==> src/rtl/romulus_tbc_sequencer_if.sv <==
// Mode-controller <-> TBC sequencer bundle: call handshake, key/tweak beat
// handshakes and the datapath enable/reset strobes driven by the sequencer.
interface romulus_tbc_sequencer_if #(
  parameter int unsigned CLKS_PER_RND = 1
);
  logic                    start;
  logic                    new_key;
  logic                    cnt_inc;
  logic                    ready;
  logic                    done;
  logic                    sdi_valid;
  logic                    sdi_ready;
  logic                    pdi_valid;
  logic                    pdi_ready;
  logic                    xrst;
  logic                    yrst;
  logic                    zrst;
  logic                    xen;
  logic                    xenc;
  logic                    yen;
  logic                    yenc;
  logic                    zen;
  logic                    zenc;
  logic                    sen;
  logic                    senc;
  logic                    correct_cnt;
  logic [5:0]              constant;
  logic [CLKS_PER_RND-1:0] ring_en;

  modport master (
    output start, new_key, cnt_inc, sdi_valid, pdi_valid,
    input  ready, done, sdi_ready, pdi_ready, xrst, yrst, zrst,
           xen, xenc, yen, yenc, zen, zenc, sen, senc, correct_cnt,
           constant, ring_en
  );

  modport slave (
    input  start, new_key, cnt_inc, sdi_valid, pdi_valid,
    output ready, done, sdi_ready, pdi_ready, xrst, yrst, zrst,
           xen, xenc, yen, yenc, zen, zenc, sen, senc, correct_cnt,
           constant, ring_en
  );
endinterface

==> src/rtl/romulus_tbc_sequencer.sv <==
// Skinny TBC call sequencer for the Romulus datapath: key/tweak load, rounds,
// tweakey correction and counter-only increments. Option: ROMULUS_SEQ_KEY_REUSE_EN.
module romulus_tbc_sequencer #(
  parameter int unsigned BUSW         = 32,
  parameter int unsigned KEYSHARES    = 1,
  parameter int unsigned ROUNDS       = 40,
  parameter int unsigned CLKS_PER_RND = 1
) (
  input  logic                     clk,
  input  logic                     rst,
  romulus_tbc_sequencer_if.slave   bus
);

  localparam int unsigned KB   = 128 * KEYSHARES / BUSW;
  localparam int unsigned TB   = 128 / BUSW;
  localparam int unsigned BMAX = (KB > TB) ? KB : TB;
  localparam int unsigned BCW  = $clog2(BMAX + 1);
  localparam int unsigned RCW  = (ROUNDS > 1) ? $clog2(ROUNDS) : 1;

  typedef enum logic [2:0] {
    S_IDLE,
    S_LDKEY,
    S_LDTWK,
    S_RUN,
    S_CORRECT,
    S_DONE
  } state_e;

  state_e                  state_q, state_d;
  logic [BCW-1:0]          beat_q, beat_d;
  logic [RCW-1:0]          round_q, round_d;
  logic [5:0]              rc_q, rc_d;
  logic [CLKS_PER_RND-1:0] ring_q, ring_d;
  logic                    cnt_q, cnt_d;
  logic                    last_phase;

  function automatic logic [5:0] rc_step(input logic [5:0] r);
    return {r[4:0], r[5] ^ r[4] ^ 1'b1};
  endfunction

  assign last_phase = ring_q[CLKS_PER_RND-1];

`ifndef ROMULUS_SEQ_KEY_REUSE_EN
  logic unused_new_key;
  assign unused_new_key = bus.new_key;
`endif

  always_ff @(posedge clk) begin
    if (rst) begin
      state_q <= S_IDLE;
      beat_q  <= '0;
      round_q <= '0;
      rc_q    <= '0;
      ring_q  <= '0;
      cnt_q   <= 1'b0;
    end else begin
      state_q <= state_d;
      beat_q  <= beat_d;
      round_q <= round_d;
      rc_q    <= rc_d;
      ring_q  <= ring_d;
      cnt_q   <= cnt_d;
    end
  end

  always_comb begin
    state_d = state_q;
    beat_d  = beat_q;
    round_d = round_q;
    rc_d    = rc_q;
    ring_d  = '0;
    cnt_d   = 1'b0;
    unique case (state_q)
      S_IDLE: begin
        if (bus.start) begin
          beat_d  = '0;
`ifdef ROMULUS_SEQ_KEY_REUSE_EN
          state_d = bus.new_key ? S_LDKEY : S_LDTWK;
`else
          state_d = S_LDKEY;
`endif
        end else begin
          // counter strobe is registered to keep the input off the output path
          cnt_d = bus.cnt_inc;
        end
      end
      S_LDKEY: begin
        if (bus.sdi_valid) begin
          if (beat_q == BCW'(KB - 1)) begin
            beat_d  = '0;
            state_d = S_LDTWK;
          end else begin
            beat_d = beat_q + BCW'(1);
          end
        end
      end
      S_LDTWK: begin
        if (bus.pdi_valid) begin
          if (beat_q == BCW'(TB - 1)) begin
            beat_d  = '0;
            state_d = S_RUN;
            round_d = '0;
            rc_d    = rc_step(6'h00);
            ring_d  = CLKS_PER_RND'(1);
          end else begin
            beat_d = beat_q + BCW'(1);
          end
        end
      end
      S_RUN: begin
        // rotate-left that also degenerates correctly for a 1-bit ring
        ring_d = (ring_q << 1) | (ring_q >> (CLKS_PER_RND - 1));
        if (last_phase) begin
          if (round_q == RCW'(ROUNDS - 1)) begin
            state_d = S_CORRECT;
            ring_d  = '0;
            rc_d    = '0;
          end else begin
            round_d = round_q + RCW'(1);
            rc_d    = rc_step(rc_q);
          end
        end
      end
      S_CORRECT: state_d = S_DONE;
      S_DONE:    state_d = S_IDLE;
      default:   state_d = S_IDLE;
    endcase
  end

  always_comb begin
    bus.ready       = 1'b0;
    bus.done        = 1'b0;
    bus.sdi_ready   = 1'b0;
    bus.pdi_ready   = 1'b0;
    bus.xrst        = 1'b0;
    bus.yrst        = 1'b0;
    bus.zrst        = 1'b0;
    bus.xen         = 1'b0;
    bus.xenc        = 1'b0;
    bus.yen         = 1'b0;
    bus.yenc        = 1'b0;
    bus.zen         = 1'b0;
    bus.zenc        = 1'b0;
    bus.sen         = 1'b0;
    bus.senc        = 1'b0;
    bus.correct_cnt = 1'b0;
    unique case (state_q)
      S_IDLE: begin
        bus.ready       = 1'b1;
        bus.zen         = cnt_q;
        bus.correct_cnt = cnt_q;
      end
      S_LDKEY: begin
        bus.sdi_ready = 1'b1;
        bus.xrst      = bus.sdi_valid;
      end
      S_LDTWK: begin
        bus.pdi_ready = 1'b1;
        bus.yrst      = bus.pdi_valid;
        bus.zrst      = bus.pdi_valid && (beat_q == BCW'(TB - 1));
      end
      S_RUN: begin
        bus.senc = 1'b1;
        bus.sen  = last_phase;
        bus.xen  = last_phase;
        bus.xenc = last_phase;
        bus.yen  = last_phase;
        bus.yenc = last_phase;
        bus.zen  = last_phase;
        bus.zenc = last_phase;
      end
      S_CORRECT: begin
        bus.xen = 1'b1;
        bus.yen = 1'b1;
        bus.zen = 1'b1;
      end
      S_DONE:  bus.done = 1'b1;
      default: ;
    endcase
  end

  assign bus.constant = rc_q;
  assign bus.ring_en  = ring_q;

endmodule

==> src/flat_wrapper.sv <==
// flat-port wrapper written by rule: the top's interface ports become plain ports
module romulus_tbc_sequencer_flat 
#(
  parameter int unsigned BUSW         = 32,
  parameter int unsigned KEYSHARES    = 1,
  parameter int unsigned ROUNDS       = 40,
  parameter int unsigned CLKS_PER_RND = 1
)
  (clk, rst, bus_start, bus_new_key, bus_cnt_inc, bus_sdi_valid, bus_pdi_valid, bus_ready, bus_done, bus_sdi_ready, bus_pdi_ready, bus_xrst, bus_yrst, bus_zrst, bus_xen, bus_xenc, bus_yen, bus_yenc, bus_zen, bus_zenc, bus_sen, bus_senc, bus_correct_cnt, bus_constant, bus_ring_en);
  romulus_tbc_sequencer_if #(.CLKS_PER_RND(CLKS_PER_RND)) bus_i ();
  input  logic clk;
  input  logic rst;
  input wire logic [$bits(bus_i.start)-1:0] bus_start;
  input wire logic [$bits(bus_i.new_key)-1:0] bus_new_key;
  input wire logic [$bits(bus_i.cnt_inc)-1:0] bus_cnt_inc;
  input wire logic [$bits(bus_i.sdi_valid)-1:0] bus_sdi_valid;
  input wire logic [$bits(bus_i.pdi_valid)-1:0] bus_pdi_valid;
  output wire logic [$bits(bus_i.ready)-1:0] bus_ready;
  output wire logic [$bits(bus_i.done)-1:0] bus_done;
  output wire logic [$bits(bus_i.sdi_ready)-1:0] bus_sdi_ready;
  output wire logic [$bits(bus_i.pdi_ready)-1:0] bus_pdi_ready;
  output wire logic [$bits(bus_i.xrst)-1:0] bus_xrst;
  output wire logic [$bits(bus_i.yrst)-1:0] bus_yrst;
  output wire logic [$bits(bus_i.zrst)-1:0] bus_zrst;
  output wire logic [$bits(bus_i.xen)-1:0] bus_xen;
  output wire logic [$bits(bus_i.xenc)-1:0] bus_xenc;
  output wire logic [$bits(bus_i.yen)-1:0] bus_yen;
  output wire logic [$bits(bus_i.yenc)-1:0] bus_yenc;
  output wire logic [$bits(bus_i.zen)-1:0] bus_zen;
  output wire logic [$bits(bus_i.zenc)-1:0] bus_zenc;
  output wire logic [$bits(bus_i.sen)-1:0] bus_sen;
  output wire logic [$bits(bus_i.senc)-1:0] bus_senc;
  output wire logic [$bits(bus_i.correct_cnt)-1:0] bus_correct_cnt;
  output wire logic [$bits(bus_i.constant)-1:0] bus_constant;
  output wire logic [$bits(bus_i.ring_en)-1:0] bus_ring_en;
  assign bus_i.start = bus_start;
  assign bus_i.new_key = bus_new_key;
  assign bus_i.cnt_inc = bus_cnt_inc;
  assign bus_i.sdi_valid = bus_sdi_valid;
  assign bus_i.pdi_valid = bus_pdi_valid;
  assign bus_ready = bus_i.ready;
  assign bus_done = bus_i.done;
  assign bus_sdi_ready = bus_i.sdi_ready;
  assign bus_pdi_ready = bus_i.pdi_ready;
  assign bus_xrst = bus_i.xrst;
  assign bus_yrst = bus_i.yrst;
  assign bus_zrst = bus_i.zrst;
  assign bus_xen = bus_i.xen;
  assign bus_xenc = bus_i.xenc;
  assign bus_yen = bus_i.yen;
  assign bus_yenc = bus_i.yenc;
  assign bus_zen = bus_i.zen;
  assign bus_zenc = bus_i.zenc;
  assign bus_sen = bus_i.sen;
  assign bus_senc = bus_i.senc;
  assign bus_correct_cnt = bus_i.correct_cnt;
  assign bus_constant = bus_i.constant;
  assign bus_ring_en = bus_i.ring_en;
  romulus_tbc_sequencer #(.BUSW(BUSW), .KEYSHARES(KEYSHARES), .ROUNDS(ROUNDS), .CLKS_PER_RND(CLKS_PER_RND)) u_core (.clk(clk), .rst(rst), .bus(bus_i));
endmodule
==> config.mk <==
export PLATFORM = sky130hd
export DESIGN_NAME = romulus_tbc_sequencer_flat
export DESIGN_NICKNAME = d
export VERILOG_FILES = /design/src/rtl/romulus_tbc_sequencer_if.sv /design/src/rtl/romulus_tbc_sequencer.sv /design/src/flat_wrapper.sv
export SDC_FILE = /design/constraint.sdc
export NUM_CORES = 1
export LEC_CHECK = 0
export CORE_MARGIN = 2
export CORE_UTILIZATION = 51
export CTS_CLUSTER_SIZE = 30
export DETAILED_ROUTE_END_ITERATION = 6
export PLACE_DENSITY = 0.84
export SLEW_MARGIN = 20
export SYNTH_ARGS = -nofsm -noshare
export SYNTH_HDL_FRONTEND = slang
export SYNTH_SLANG_ARGS = --single-unit
export TNS_END_PERCENT = 5
==> constraint.sdc <==
create_clock -name clk -period 2.2 [get_ports clk]
set_input_delay 0.44 -clock clk [delete_from_list [all_inputs] [get_ports clk]]
set_output_delay 0.44 -clock clk [all_outputs]
set_load 0.02 [all_outputs]
==> results of run 1 <==
-- worst paths after layout --
check	startpoint	to	depth (start not counted)
worst min-delay path	u_core.beat_q[1]	u_core.beat_q[1]	2
worst max-delay path	u_core.state_q[2]	bus_ready	3
worst max register to register	u_core.beat_q[0]	u_core.bus.constant[0]	7
worst min register to register	u_core.beat_q[1]	u_core.beat_q[1]	2
-- cells in the final DEF, fill, tap and decap left out, drive strengths merged, types with 2 or more instances in the layout --
master         instances
nor3b                  2
a31oi                  3
and3b                  2
nand2b                 2
and3                   4
a22oi                  5
clkbuf                 5
nand3b                 4
nor2b                  3
ha                     2
nand3                  3
dfxtp                 20
buf                    9
nor3                   3
mux2i                  3
o21ai                  8
dlygate4sd2            8
nor2                  14
nand2                  6
dlymetal6s2s           4
nor4b                  2
and2                   3
clkdlybuf4s50         15
a21oi                 14
-- stage by stage --
step	std cells	worst slack, ns	util	cell area [um^2]
after global placement	181	0.0490	0.713	1430
after detailed placement	181	0.0366	0.713	1430
after floorplan	127	0.0702	-	1110
after global routing	185	0.00342	0.731	1460
final	185	0.0800	0.731	1460
after CTS	185	0.000326	0.728	1460
-- logic make-up after synthesis --
kind of cell / count (synthesis) / share of synthesized area
mux: 3 / 0.0270
xor+xnor: 1 / 0.00787
compound gates: 37 / 0.217
buf+inv: 12 / 0.0696
fa+ha+maj: 2 / 0.0225
simple gates: 52 / 0.297
flops: 20 / 0.360
-- critical path: stages (launching register included) --
cell,delay [ns]
dfxtp_2,0.35
buf_4,0.16
nor3_1,0.22
clkdlybuf4s50_1,0.66
-- layout make-up --
cell class / count / area (um^2) / share of cell area
multi-input cells: 95 / 638 / 0.436
repair buffers: 37 / 343 / 0.234
inverters: 2 / 8.76 / 0.00598
flip-flops and latches: 20 / 404 / 0.276
clock buffers: 4 / 36.3 / 0.0248
well taps: 27 / 33.8 / 0.0231
-- registers in the layout, indices dropped and copies added (netlist names) --
register	count
u_core.bus.constant	6
u_core.beat_q	3
u_core.cnt_q	1
u_core.round_q	6
u_core.state_q	3
u_core.bus.ring_en	1
-- cells in the mapped netlist, drive strengths merged --
cell     instances  area share
o211ai           1      0.0067
o21a             1      0.0067
clkbuf           2      0.0067
nand2            6       0.027
and2             3       0.017
or3b             1      0.0079
or2              1      0.0056
or4b             1      0.0090
a311oi           1      0.0079
o21ai            8       0.036
clkinv           1      0.0045
nor2b            3       0.017
nand2b           2       0.011
o2111ai          1      0.0079
nor3             3       0.013
nand3b           4       0.038
a21oi           14       0.070
xor2             1      0.0079
dfxtp           20        0.36
buf              8       0.055
nor4b            2       0.021
and3b            2       0.016
nand3            3       0.013
mux2i            3       0.027
o22ai            1       0.011
nor2            14       0.047
a22oi            5       0.034
or3              1      0.0056
a31oi            3       0.017
and3             4       0.024
a2111oi          1       0.013
nor3b            2       0.024
a21o             1      0.0067
ha               2       0.022
inv              1      0.0034
-- routing by layer --
metal	global-route usage	vias up	routed length (um)
met5	0	-	0
met4	0.104	0	23
met3	0.0298	2	144
met2	0.368	36	1200
met1	0.250	474	1140
li1	-	518	-
-- power by group --
part	internal (mW)	switching (mW)
clock network	0.101	0.108
registers	0.395	0.0436
logic	0.260	0.301
-- what timing repair did --
item	4_1_cts	5_1_grt
pin swaps	0	0
cloned	0	0
gates resized for setup	13	6
setup endpoints to repair	13	5
==> impl_metrics.env, run 1 <==
export IMPL_status="finished clean"
export IMPL_drc=0
export IMPL_cts_max_path_buffers=2
export IMPL_dr_pass1_iters=4
export IMPL_yosysWarnings=0
export IMPL_critPathLaunchType="flop"
export IMPL_yosysSeqAreaShare=0.360
export IMPL_numPortBuffers=28
export IMPL_required_ns=1.76
export IMPL_fmax_mhz=472
export IMPL_grt_max_degree=14
export IMPL_cts_clk_slew_worst_paths_ns=0.11
export IMPL_clk_latency_ns=0.29
export IMPL_core_um2=2000
export IMPL_routed_wl_um=2510
export IMPL_routed_via_density=5.57
export IMPL_min_period_ns=2.12
export IMPL_cts_sinks=20
export IMPL_start_util=0.556
export IMPL_tns_ns=0
export IMPL_cellLeakagePower_nw=0.721
export IMPL_crit_fanout=5
export IMPL_hold_slack_ns=0.489
export IMPL_worstPathArrival_ns=1.68
export IMPL_h_tree_depth=1
export IMPL_rsz0062_at_grt="no"
export IMPL_wl_per_cell_um=13.6
export IMPL_die_area_um2=2570
export IMPL_ios=30
export IMPL_syn_area_um2=1110
export IMPL_power_density_nw_per_um2=825
export IMPL_gp_congestion=0.818
export IMPL_grt_usage=0.210
export IMPL_worstMarginPinSlew_ns=0.464
export IMPL_avgSynthCellArea_um2=8.77
export IMPL_antenna_found_initial=0
export IMPL_worstHoldPathType="flop to flop"
export IMPL_numCtsBuffers=3
export IMPL_ant_nets=0
export IMPL_final_nets=168
export IMPL_syn2layout_area_growth_pct=31.5
export IMPL_final_hold_violation_count=0
export IMPL_synth_distinct_cells=43
export IMPL_syn_inst=127
export IMPL_grt_ovfl_total=0
export IMPL_drt_iter0_drc=22
export IMPL_fp_dieH_um=50.7
export IMPL_finClkSkew_ns=0.00702
export IMPL_final_max_slew_violation_count=0
export IMPL_rows=16
export IMPL_clockRootBuffer="clkbuf_4"
export IMPL_dr_total_vias=1030
export IMPL_vdd_drop_max_uv=616
export IMPL_period_share=0.964
export IMPL_grt_pass1_wl_um=4190
export IMPL_holdBufCountCts=0
export IMPL_critPathKind="flop to primary output"
export IMPL_die_x_um=50.7
export IMPL_synth_fp_nets=136
export IMPL_maxCapViolCount=0
export IMPL_grt_pass1_vias=1003
export IMPL_place_hpwl_um=1860
export IMPL_power_mw=1.21
export IMPL_r2r_setup_slack_ns=0.50
export IMPL_finalSetupViolations=0
export IMPL_antenna_cells=0
export IMPL_cp_end_kind="primary output"
export IMPL_ys_ff_latch=20
export IMPL_cts_tree="yes"
export IMPL_fillers=161
export IMPL_post_cts_buffers=0
export IMPL_maxSlewHeadroom=0.689
export IMPL_drive_above_1_share=0.190
No activity file was read; power rests on OpenSTA's default activity.
==> run 2, diff against run 1 <==
CTS_BUF_LIST = sky130_fd_sc_hd__clkbuf_16   (was unset)
REMOVE_ABC_BUFFERS = 1   (was unset)
==> impl_metrics.env, run 2 (same netlist as run 1, synthesis figures left out) <==
export IMPL_cellLeakagePower_nw=0.718
export IMPL_dpl_cell_count=182
export IMPL_ant_nets=0
export IMPL_routed_wl_um=2490
export IMPL_crit_fanout=5
export IMPL_grt_pass1_wl_um=4280
export IMPL_final_instance_count_excl_fill=186
export IMPL_grt_ovfl_total=0
export IMPL_vdd_drop_max_uv=625
export IMPL_drive_above_1_share=0.170
export IMPL_maxCapViolCount=0
export IMPL_clockRootBuffer="clkbuf_16"
export IMPL_multi_input_area_um2=638
export IMPL_grt_usage=0.213
export IMPL_worstPathArrival_ns=1.65
export IMPL_fillers=147
export IMPL_critPathLaunchType="flop"
export IMPL_h_tree_depth=1
export IMPL_die_x_um=50.7
export IMPL_drc=0
export IMPL_dr_total_vias=1049
export IMPL_numCtsBuffers=3
export IMPL_period_share=0.952
export IMPL_cts_max_path_buffers=2
export IMPL_cts_sinks=20
export IMPL_core_um2=2000
export IMPL_antenna_cells=0
export IMPL_rows=16
export IMPL_final_common_cell="dfxtp_1"
export IMPL_wl_per_cell_um=13.4
export IMPL_final_max_slew_violation_count=0
export IMPL_finClkSkew_ns=0.00166
export IMPL_die_area_um2=2570
export IMPL_place_area_um2=1430
export IMPL_antenna_found_initial=0
export IMPL_clk_latency_ns=0.25
export IMPL_fmax_mhz=477
export IMPL_final_hold_violation_count=0
export IMPL_dr_pass1_iters=4
export IMPL_required_ns=1.76
export IMPL_finalSetupViolations=0
export IMPL_cts_tree="yes"
export IMPL_final_nets=169
export IMPL_slowest_delay_ns=0.41
export IMPL_gp_congestion=0.710
export IMPL_worstMarginPinSlew_ns=0.445
export IMPL_syn2layout_area_growth_pct=36.4
export IMPL_stdcell_area_um2=1520
export IMPL_rsz0062_at_grt="no"
export IMPL_final_cell_mix="dfxtp_1 (19), clkdlybuf4s50_1 (18), nor2_1 (13)"
export IMPL_drt_iter0_drc=12
export IMPL_min_period_ns=2.09
export IMPL_routed_via_density=5.64
export IMPL_hold_slack_ns=0.488
export IMPL_grt_max_degree=21
export IMPL_numPortBuffers=28
export IMPL_cp_num_buf_inv=2
export IMPL_worst_path_max_delay_cell="dfxtp_1"
export IMPL_cts_clk_slew_worst_paths_ns=0.05
export IMPL_worstHoldPathType="flop to flop"
export IMPL_critPathKind="flop to primary output"
export IMPL_r2r_setup_slack_ns=0.50
export IMPL_fp_dieH_um=50.7
export IMPL_power_density_nw_per_um2=910
export IMPL_place_hpwl_um=1730
export IMPL_start_util=0.556
export IMPL_cp_end_kind="primary output"
export IMPL_crit_chain="buf_4 -> nor3_1 -> and2_1 -> or2_2 -> dlygate4sd2_1"
export IMPL_grt_pass1_vias=999
export IMPL_status="finished clean"
export IMPL_seqCellArea_um2=402
export IMPL_critPathTopFamily="simple AND/OR/NAND/NOR gates"
export IMPL_post_cts_buffers=0
export IMPL_tns_ns=0
export IMPL_maxSlewHeadroom=0.702
export IMPL_ios=30
-- run 2: cell count changes in the layout (fill, tap and decap cells not counted), sizes merged --
cell and change:
clkdlybuf4s50 +3, clkbuf -2, dlygate4sd2 -2, buf +1
clkinv +1
-- run 2: power breakdown --
group,switching [mW],internal [mW]
combinational,0.318,0.268
sequential,0.0344,0.393
clock,0.127,0.242
total,0.480,0.902
-- run 2: area by class of cell --
type	instances	share of cell area
Clock buffer	3	0.0494
Clock inverter	1	0.00247
Inverter	2	0.00577
Multi-Input combinational cell	95	0.420
Sequential cell	20	0.264
Tap cell	27	0.0222
Timing Repair Buffer	38	0.236
-- run 2: worst min-delay path: cells and delay by family, from the launching register on --
family	cells	cell delay, ns
and+or+nand+nor	1	0.07
AOI/OAI and AO/OA	1	0.06
DFF	1	0.31
-- run 2: timing repair --
action,4_1_cts,5_1_grt
hold buffers,0,0
endpoints found under the setup margin,8,8
endpoints found under the hold margin,0,0
gates resized for setup,7,5
-- run 2: metrics by stage --
step                      setup slack [ns]  power, mW   util
final                                0.105       1.38  0.759
after CTS                           0.0132       1.38  0.753
after global placement              0.0534      0.999  0.716
after global routing                0.0136       1.45  0.759
after floorplan                     0.0484      0.797      -
after detailed placement            0.0473       1.01  0.716
-- run 2: path summary, 6_finish.rpt --
kind | to | cells after the start | from
max | bus_zen | 5 | u_core.state_q[1]
min | u_core.beat_q[1] | 2 | u_core.beat_q[1]
max reg2reg | u_core.round_q[3] | 7 | u_core.state_q[1]
min reg2reg | u_core.beat_q[1] | 2 | u_core.beat_q[1]
-- run 2: routing by layer --
layer,GRT usage,share of wire,wire length (um),up-vias
li1,-,-,-,527
met1,0.280,0.47,1170,490
met2,0.357,0.48,1180,30
met3,0.0268,0.049,122,2
met4,0.0766,0.0056,14,0
met5,0,0,0,-
==> run 3, diff against run 2 <==
ABC_AREA = 1   (was unset)
==> impl_metrics.env, run 3 <==
export IMPL_dr_pass1_iters=5
export IMPL_worstMarginPinSlew_ns=0.348
export IMPL_critPathTopFamily="buffers and inverters"
export IMPL_async_reset_ff_frac=0
export IMPL_final_hold_violation_count=0
export IMPL_antenna_found_initial=0
export IMPL_synth_most_common_cell="nand2_1"
export IMPL_syn_inst=169
export IMPL_fillers=163
export IMPL_cts_clk_slew_worst_paths_ns=0.06
export IMPL_ios=30
export IMPL_final_max_slew_violation_count=0
export IMPL_gp_congestion=0.881
export IMPL_cp_end_kind="primary output"
export IMPL_post_cts_buffers=0
export IMPL_finClkSkew_ns=0.00486
export IMPL_routed_via_density=5.37
export IMPL_clockRootBuffer="clkbuf_16"
export IMPL_final_instance_count_excl_fill=227
export IMPL_crit_chain="inv_1 -> nand2_1 -> nor2_1 -> clkdlybuf4s50_1"
export IMPL_min_period_ns=2.10
export IMPL_ant_nets=0
export IMPL_grt_ovfl_total=0
export IMPL_crit_fanout=6
export IMPL_power_density_nw_per_um2=987
export IMPL_critPathLaunchType="flop"
export IMPL_h_tree_depth=1
export IMPL_numCtsBuffers=3
export IMPL_synth_top_flop_cell="dfxtp_1"
export IMPL_drt_iter0_drc=95
export IMPL_synth_top_area_cell="dfxtp_1"
export IMPL_status="finished clean"
export IMPL_drc=0
export IMPL_slowest_delay_ns=0.64
export IMPL_power_mw=1.49
export IMPL_cp_num_buf_inv=2
export IMPL_grt_pass1_wl_um=4890
export IMPL_wl_per_cell_um=13.3
export IMPL_maxSlewHeadroom=0.768
export IMPL_period_share=0.956
export IMPL_dpl_cell_count=223
export IMPL_synth_top_area_frac=0.360
export IMPL_clk_latency_ns=0.26
export IMPL_maxCapViolCount=0
export IMPL_vdd_drop_max_uv=687
export IMPL_worst_path_max_delay_cell="clkdlybuf4s50_1"
export IMPL_ys_ff_latch=20
export IMPL_rows=16
export IMPL_pre_cts_ws_ns=-0.110
export IMPL_final_common_cell="nand2_1"
export IMPL_yosys_top_cells_area="dfxtp_1 (36%), nand2_1 (11%), nand3_1 (8.5%)"
export IMPL_place_hpwl_um=2200
export IMPL_finalSetupViolations=0
export IMPL_grt_pass1_vias=1127
export IMPL_yosysWarnings=0
export IMPL_layout_setup_ws_ns=0.0959
export IMPL_antenna_cells=0
export IMPL_numPortBuffers=28
export IMPL_cts_max_path_buffers=2
export IMPL_dr_total_vias=1220
export IMPL_synth_edf_count=0
export IMPL_syn2layout_area_growth_pct=35.3
export IMPL_cts_tree="yes"
export IMPL_drive_above_1_share=0.110
export IMPL_worstHoldPathType="flop to flop"
export IMPL_cts_sinks=20
export IMPL_routed_wl_um=3010
export IMPL_fmax_mhz=475
export IMPL_required_ns=1.76
export IMPL_core_um2=2000
export IMPL_rsz0062_at_grt="no"
export IMPL_grt_usage=0.256
export IMPL_critPathKind="flop to primary output"
export IMPL_cellLeakagePower_nw=0.814
export IMPL_synth_common_cells="nand2_1 (34), nor2_1 (23), dfxtp_1 (20)"
export IMPL_hold_slack_ns=0.505
export IMPL_synth_distinct_cells=21
export IMPL_fp_dieH_um=50.7
export IMPL_avgSynthCellArea_um2=6.59
export IMPL_holdBufCountCts=0
export IMPL_tns_ns=0
export IMPL_syn_area_um2=1110
export IMPL_grt_max_degree=13
export IMPL_die_x_um=50.7
export IMPL_die_area_um2=2570
export IMPL_yosysSeqAreaShare=0.360
export IMPL_start_util=0.556
export IMPL_final_cell_mix="nand2_1 (34), nor2_1 (23), nand3_1 (19), dfxtp_1 (19), inv_1 (18)"
export IMPL_final_nets=210
export IMPL_worstPathArrival_ns=1.66
==> run 3: changes by cell type in the layout (fill, tap and decap cells not counted), sizes merged, moves of 5 or more <==
cell	delta
nand2	+33
nand3	+16
inv	+19
nor2	+13
o21ai	+5
a22oi	-5
==> run 3: cell families after synthesis <==
group	Yosys count	synth area share
flops	20	0.360
simple gates	88	0.352
compound gates	31	0.144
buf+inv	27	0.115
xor+xnor	1	0.00787
fa+ha+maj	2	0.0225
==> run 3: worst min-delay path, cell delays in order, from the launching register on <==
cell	delay, ns
dfxtp_1	0.32
nand3_1	0.08
a21oi_1	0.06
==> run 3: final timing paths <==
| kind | startpoint | end | slack (ns) | depth (start not counted) |
|---|---|---|---|---|
| max | u_core.state_q[2] | bus_correct_cnt | 0.1 | 4 |
| min | u_core.bus.constant[2] | u_core.bus.constant[3] | 0.51 | 2 |
| max reg2reg | u_core.round_q[0] | u_core.state_q[0] | 0.46 | 10 |
| min reg2reg | u_core.bus.constant[2] | u_core.bus.constant[3] | 0.51 | 2 |
==> run 3: final cells by class <==
class	instances	area (um^2)	share of cell area
Timing Repair Buffer	34	332	0.220
Inverter	20	75.1	0.0498
Tap cell	27	33.8	0.0224
Sequential cell	20	402	0.267
Clock buffer	3	75.1	0.0498
Multi-Input combinational cell	122	586	0.389
Clock inverter	1	3.75	0.00249
==> run 3: per-stage QoR <==
stage | instance area, um^2 | utilization
floorplan | 1060 | -
global placement | 1420 | 0.709
detailed placement | 1420 | 0.709
CTS | 1490 | 0.745
global route | 1510 | 0.753
finish | 1510 | 0.753
==> run 3: where the power goes <==
part | switching (mW) | leakage, nW | total (mW) | internal, mW
Sequential | 0.0397 | 0.162 | 0.436 | 0.397
Combinational | 0.434 | 0.614 | 0.664 | 0.231
Clock | 0.143 | 0.0385 | 0.386 | 0.243
==> run 3: what timing repair did <==
action / in CTS / in global routing
resized for setup: 8 / 6
endpoints found under the setup margin: 9 / 6
pin swaps: 0 / 0
==> run 3: layer usage <==
| layer | track usage | up-vias | wire length [um] |
|---|---|---|---|
| li1 | - | 603 | - |
| met1 | 0.300 | 532 | 1230 |
| met2 | 0.443 | 68 | 1440 |
| met3 | 0.0536 | 17 | 237 |
| met4 | 0.117 | 0 | 101 |
| met5 | 0 | - | 0 |
